`config.mk`:
```
export PLATFORM = sky130hd
export DESIGN_NAME = scr1_tcm_portb_arb
export DESIGN_NICKNAME = d
export VERILOG_FILES = /design/src/rtl/scr1_tcm_portb_arb.sv
export SDC_FILE = /design/constraint.sdc
export NUM_CORES = 1
export LEC_CHECK = 0
export CAP_MARGIN = 40
export CORE_AREA = 2 2 101 103
export DETAILED_ROUTE_END_ITERATION = 10
export DIE_AREA = 0 0 103 105
export DONT_BUFFER_PORTS = 1
export PLACE_DENSITY = 0.41
export SYNTH_ARGS = -nofsm -noshare
export SYNTH_HDL_FRONTEND = slang
export SYNTH_SLANG_ARGS = --single-unit
```
`constraint.sdc`:
```
create_clock -name clk -period 3.2 [get_ports clk]
set_clock_uncertainty 0.1 [all_clocks]
set_input_delay 0.64 -clock clk [delete_from_list [all_inputs] [get_ports clk]]
set_output_delay 0.64 -clock clk [all_outputs]
set_load 0.02 [all_outputs]
```
`src/rtl/scr1_tcm_portb_arb.sv`:
```
// Port B arbiter for the TCM: shares one read/write port between the core data
// path and the boot/debug loader, with bounded loader bursts and a boot override.
module scr1_tcm_portb_arb #(
  parameter int SCR1_WIDTH = 32,
  parameter int SCR1_SIZE  = 32'h00010000,
  parameter int AW         = $clog2(SCR1_SIZE) - 2,
  parameter int MAX_BURST  = 4
) (
  input  logic                  clk,
  input  logic                  rst_n,
  input  logic                  boot_mode,

  input  logic                  core_req,
  input  logic                  core_we,
  input  logic [3:0]            core_be,
  input  logic [AW-1:0]         core_addr,
  input  logic [SCR1_WIDTH-1:0] core_wdata,
  output logic                  core_ack,
  output logic                  core_rvalid,
  output logic [SCR1_WIDTH-1:0] core_rdata,

  input  logic                  ldr_req,
  input  logic                  ldr_we,
  input  logic [3:0]            ldr_be,
  input  logic [AW-1:0]         ldr_addr,
  input  logic [SCR1_WIDTH-1:0] ldr_wdata,
  output logic                  ldr_ack,
  output logic                  ldr_rvalid,
  output logic [SCR1_WIDTH-1:0] ldr_rdata,

  output logic                  renb,
  output logic                  wenb,
  output logic [3:0]            webb,
  output logic [AW-1:0]         addrb,
  output logic [SCR1_WIDTH-1:0] datab,
  input  logic [SCR1_WIDTH-1:0] qb
);

  localparam logic [3:0] LP_MAX_BURST = 4'(MAX_BURST);

  logic [3:0]            r_burst_cnt;
  logic                  r_rsp_v;
  logic                  r_rsp_id;
  logic [AW-1:0]         r_addrb;
  logic [SCR1_WIDTH-1:0] r_datab;

  logic                  w_burst_open;
  logic                  w_gnt_core;
  logic                  w_gnt_ldr;
  logic                  w_gnt;
  logic                  w_we;
  logic [3:0]            w_be;
  logic [AW-1:0]         w_addr;
  logic [SCR1_WIDTH-1:0] w_wdata;

  // rst_n gates the grant so nothing is acked or issued while reset is held
  assign w_burst_open = (r_burst_cnt < LP_MAX_BURST);
  assign w_gnt_ldr    = rst_n & ldr_req & (boot_mode | ~core_req | w_burst_open);
  assign w_gnt_core   = rst_n & ~boot_mode & core_req & (~ldr_req | ~w_burst_open);
  assign w_gnt        = w_gnt_ldr | w_gnt_core;

  assign w_we    = w_gnt_ldr ? ldr_we    : core_we;
  assign w_be    = w_gnt_ldr ? ldr_be    : core_be;
  assign w_addr  = w_gnt_ldr ? ldr_addr  : core_addr;
  assign w_wdata = w_gnt_ldr ? ldr_wdata : core_wdata;

  assign core_ack = w_gnt_core;
  assign ldr_ack  = w_gnt_ldr;

  assign renb  = w_gnt & ~w_we;
  assign wenb  = w_gnt & w_we;
  assign webb  = (w_gnt & w_we) ? w_be : 4'h0;
  assign addrb = w_gnt ? w_addr  : r_addrb;
  assign datab = w_gnt ? w_wdata : r_datab;

  assign core_rvalid = r_rsp_v & ~r_rsp_id;
  assign ldr_rvalid  = r_rsp_v & r_rsp_id;
  assign core_rdata  = qb;
  assign ldr_rdata   = qb;

  always_ff @(posedge clk or negedge rst_n) begin
    if (!rst_n) begin
      r_burst_cnt <= 4'h0;
      r_rsp_v     <= 1'b0;
      r_rsp_id    <= 1'b0;
      r_addrb     <= '0;
      r_datab     <= '0;
    end else begin
      if (w_gnt) begin
        r_addrb <= w_addr;
        r_datab <= w_wdata;
      end
      r_rsp_v  <= w_gnt & ~w_we;
      r_rsp_id <= w_gnt_ldr;
      // count only loader grants that made a waiting core wait longer
      if (boot_mode || !core_req || w_gnt_core) begin
        r_burst_cnt <= 4'h0;
      end else if (w_gnt_ldr && w_burst_open) begin
        r_burst_cnt <= r_burst_cnt + 4'h1;
      end
    end
  end

endmodule
```
Word level (Yosys, flattened, before mapping)
Cells that the tools add are included.
{"block": "classes", "addsub": 1, "order_cmp": 1, "muxes": 9, "bitwise": 19, "n_reduce_logical": 5}
{"operator": "$mux 32", "count": 2}
{"operator": "$mux 14", "count": 2}
{"operator": "$mux 4", "count": 4}
{"operator": "$and 1x1->1", "count": 9}
{"operator": "$not 1->1", "count": 6}
{"operator": "$add 4x1->4 const B", "count": 1}
{"operator": "$lt 4x3->1 const B", "count": 1}
{"operator": "$or 1x1->1", "count": 4}
{"operator": "$logic_or 1x1->1", "count": 2}
{"operator": "$reduce_bool 2->1", "count": 1}
{"operator": "$logic_and 1x1->1", "count": 1}
{"operator": "$logic_not 1->1", "count": 1}
{"operator": "$mux 1", "count": 1}
{"block": "totals", "ff_bits": 52, "in_bits": 139, "word_cells": 40}

Depth between registers and ports, before layout
{"block": "logic_depth", "depth_word": 7, "mapped_depth": 6, "mapped_depth_nobuf": 5}

Worst setup path before layout
OpenSTA, ideal clock, no wires.
{"block": "synth_timing", "path_kind": "in2out", "startpoint": "in rst_n", "endpoint": "out addrb[10]", "t_arrival_ps": 1753, "required_ps": 2460, "slack_ps": 707, "cell_stages": 6, "path_cell_list": "buf_2 -> o211ai_4 -> inv_2 -> buf_2 -> a21oi_1 -> a21oi_1"}
{"block": "synth_via", "word_cells_on_any_way": 8, "cone_classes": "mux: 2; bitwise: 6"}
{"item": "start, declared", "line_no": "10", "source": "input logic rst_n,"}
{"item": "$and 1x1->1 * (2 in a row)", "line_no": "58", "source": "assign w_gnt_ldr = rst_n & ldr_req & (boot_mode | ~core_req | w_burst_open);"}
{"item": "named net ldr_ack", "line_no": "27", "source": "output logic ldr_ack,"}
{"item": "$mux 14 / $or 1x1->1 (equally long branches)", "line_no": "64, 60"}
{"item": "$mux 14 *"}
{"item": "end, declared", "line_no": "34", "source": "output logic [AW-1:0] addrb,"}
Mark *: on every way through the listed nets, which the timed path passes. The rest lies on a longest branch.

Final worst setup path
{"block": "layout_timing", "startpoint": "in boot_mode", "endpoint": "out datab[16]"}
{"block": "layout_via", "elab_chain_len": 6, "word_cells_on_any_way": 10, "cone_classes": "mux: 2; bitwise: 8"}
{"item": "start, declared", "line_no": "11", "source": "input logic boot_mode,"}
{"item": "$not 1->1", "line_no": "59", "source": "assign w_gnt_core = rst_n & ~boot_mode & core_req & (~ldr_req | ~w_burst_open);"}
{"item": "$and 1x1->1 (3 in a row)", "line_no": "59"}
{"item": "$or 1x1->1", "line_no": "60", "source": "assign w_gnt = w_gnt_ldr | w_gnt_core;"}
{"item": "$mux 32 *", "line_no": "74", "source": "assign datab = w_gnt ? w_wdata : r_datab;"}
{"item": "end, declared", "line_no": "35", "source": "output logic [SCR1_WIDTH-1:0] datab,"}
Every way passes the cells marked *; elsewhere a longest branch is shown, timed or not.

==> flow_summary.ini <==
[clocking]
htree_levels = 2
clk_pin_slew_ps = 100
cts_sinks = 52
post-cts-setup-buffers = 0
tritoncts = done
clockRootBuffer = clkbuf_8
cts_made_buffers = 5
cts_hold_buf = 1
cts_max_path_buffers = 2
cts_resized = 0
insertion_delay_ps = 300

[critical_path]
criticalPathCategory = input pin to primary output
reg2reg_to = r_datab[16]
cp-start-kind = input pin
cpMaxStageDelayCell = buf_4
cp_top_family = compound AO/OA/AOI/OAI gates
cp-end-kind = primary output
cpPeakStageDelay_ps = 500
arrival_ps = 2070
rr_worst_depth = 5
path_buf_inv = 1
worstPathCellList = nand2b_4 > o211ai_4 > buf_4 > nand2_1 > a21oi_1
critPathMaxFanout = 51
rrSetupSlack_ps = 1170
regToRegStartpoint = r_burst_cnt[2]
worstPathRequired_ps = 2460

[sta]
fin_setup_tns_ps = 0
fmax_mhz = 356
hold_viol_final = 0
whs_ps = 73.1
max_slew.worst_pin.slew_ps = 576
finalCriticalPeriod_ps = 2810
slew_headroom = 0.616
slew_viol_final = 0
grt_setup_unrepaired = no
fin_ws_ps = 388
finalCritPeriodShare = 0.879
report.final.setup_viol = 0

[final_layout]
nets = 430
mostFrequentLayoutCells = 98 x a21oi_1, 52 x dfrtp_1, 50 x nor2_1
seq_area_um2 = 1300
stdcell_count = 424
antenna_cells = 0
layout_commonest_cell = a21oi_1
area_growth_pct = -7.23
fin_util = 0.283
drive_gt1_frac = 0.0756
nFillCells = 1074
multiInputGateArea_um2 = 1060

[placement]
dp_hpwl_um = 5340
gp_congestion = 0.669
post-place-ws_ps = 351
numPortBuffers = 0
dp_cells = 415

[logic_synthesis]
yosysUniqueCellTypes = 22
yosysWarnings = 0
syn-num-nets = 499
ys_seq_area_frac = 0.443
syn_area_um2 = 2940
syn_inst = 359
avgSynthCellArea_um2 = 8.19
ys_ff_latch = 52

[drt]
drc = 0
via_count = 2134
antenna_left = 0
initialDrtViolationCount = 94
drt-pass1-iter-count = 4
wl_um = 7450
wl_per_cell_um = 17.6
viasPerCell = 5.03

[global_route]
antenna_found_initial = 0
overflow = 0
grt_max_degree = 53
grt_pass1_wl_um = 11100
grt_use_total = 0.132
first_global_vias = 2151

[floorplan]
die_h_um = 105
die_x_um = 103
coreArea_um2 = 9640
ios = 259
design.die.area_um2 = 10800
row_count = 36
initial_core_util = 0.305

[power]
cellPowerDensity_nw_per_um2 = 579
p_leak_nw = 1.19
peakVddDrop_mv = 0.178

[run]
drv_cap = 0

[run_status]
outcome = completed

[hold_path]
hp-class = input pin to asynchronous set/reset pin
-- report_power, final --
part	switching [W]	total (W)	internal [W]
combinational	0.000280	0.000362	0.0000817
clock	0.000217	0.000449	0.000233
sequential	0.0000230	0.000767	0.000744
-- logic make-up after synthesis --
family,synth area share
simple gates,0.167
compound gates,0.178
buf+inv,0.201
flops,0.443
mux,0.00681
fa+ha+maj,0.00425
-- synthesized netlist by cell type, drive strengths merged --
cell type | count | share of area
clkbuf | 1 | 0.0013
inv | 1 | 0.0013
nand2b | 3 | 0.0089
and3 | 1 | 0.0021
ha | 1 | 0.0043
nor2 | 50 | 0.064
mux2i | 2 | 0.0068
a21oi | 98 | 0.17
nand3 | 10 | 0.017
nor2b | 1 | 0.0021
o21a | 1 | 0.0026
dfrtp | 52 | 0.44
or3b | 1 | 0.0030
nand2 | 46 | 0.059
o211ai | 1 | 0.0072
buf | 84 | 0.20
nor3b | 1 | 0.0026
and2 | 3 | 0.0064
and2b | 1 | 0.0026
o21ai | 1 | 0.0017
-- through the flow --
step	power, W	area [µm²]
after floorplan	0.00119	2940
after global placement	0.00113	2590
after detailed placement	0.00113	2590
after CTS	0.00162	2730
after global routing	0.00169	2730
final	0.00158	2730
-- registers in the layout, summed over array words and instances (netlist names) --
name         cells
r_rsp_id         1
r_datab         32
r_rsp_v          1
r_burst_cnt      4
r_addrb         14
-- how the worst max path moves through the flow --
stage                         startpoint   endpoint  slack [ps]  depth (start not counted)
after floorplan                    rst_n  addrb[10]         710                          6
after global placement         boot_mode  datab[16]         370                          5
after detailed placement       boot_mode   addrb[2]         350                          5
after CTS                 r_burst_cnt[2]   addrb[2]         330                          5
after global routing      r_burst_cnt[3]   addrb[6]         230                          6
final                          boot_mode  datab[16]         390                          5
-- final cells by class --
| class | instances | area share |
|---|---|---|
| flip-flops and latches | 52 | 0.477 |
| multi-input cells | 221 | 0.389 |
| well taps | 133 | 0.0610 |
| repair buffers | 9 | 0.0321 |
| clock buffers | 6 | 0.0266 |
| clock inverters | 2 | 0.0128 |
| inverters | 1 | 0.00138 |
-- metal layers --
| metal | up-vias | GRT usage | routed length, µm |
|---|---|---|---|
| met5 | - | 0 | 0 |
| li1 | 972 | - | - |
| met4 | 0 | 0.0395 | 95 |
| met2 | 143 | 0.237 | 3790 |
| met3 | 13 | 0.0495 | 827 |
| met1 | 1006 | 0.141 | 2740 |
Note: power is estimated with default switching activity, not from simulation.
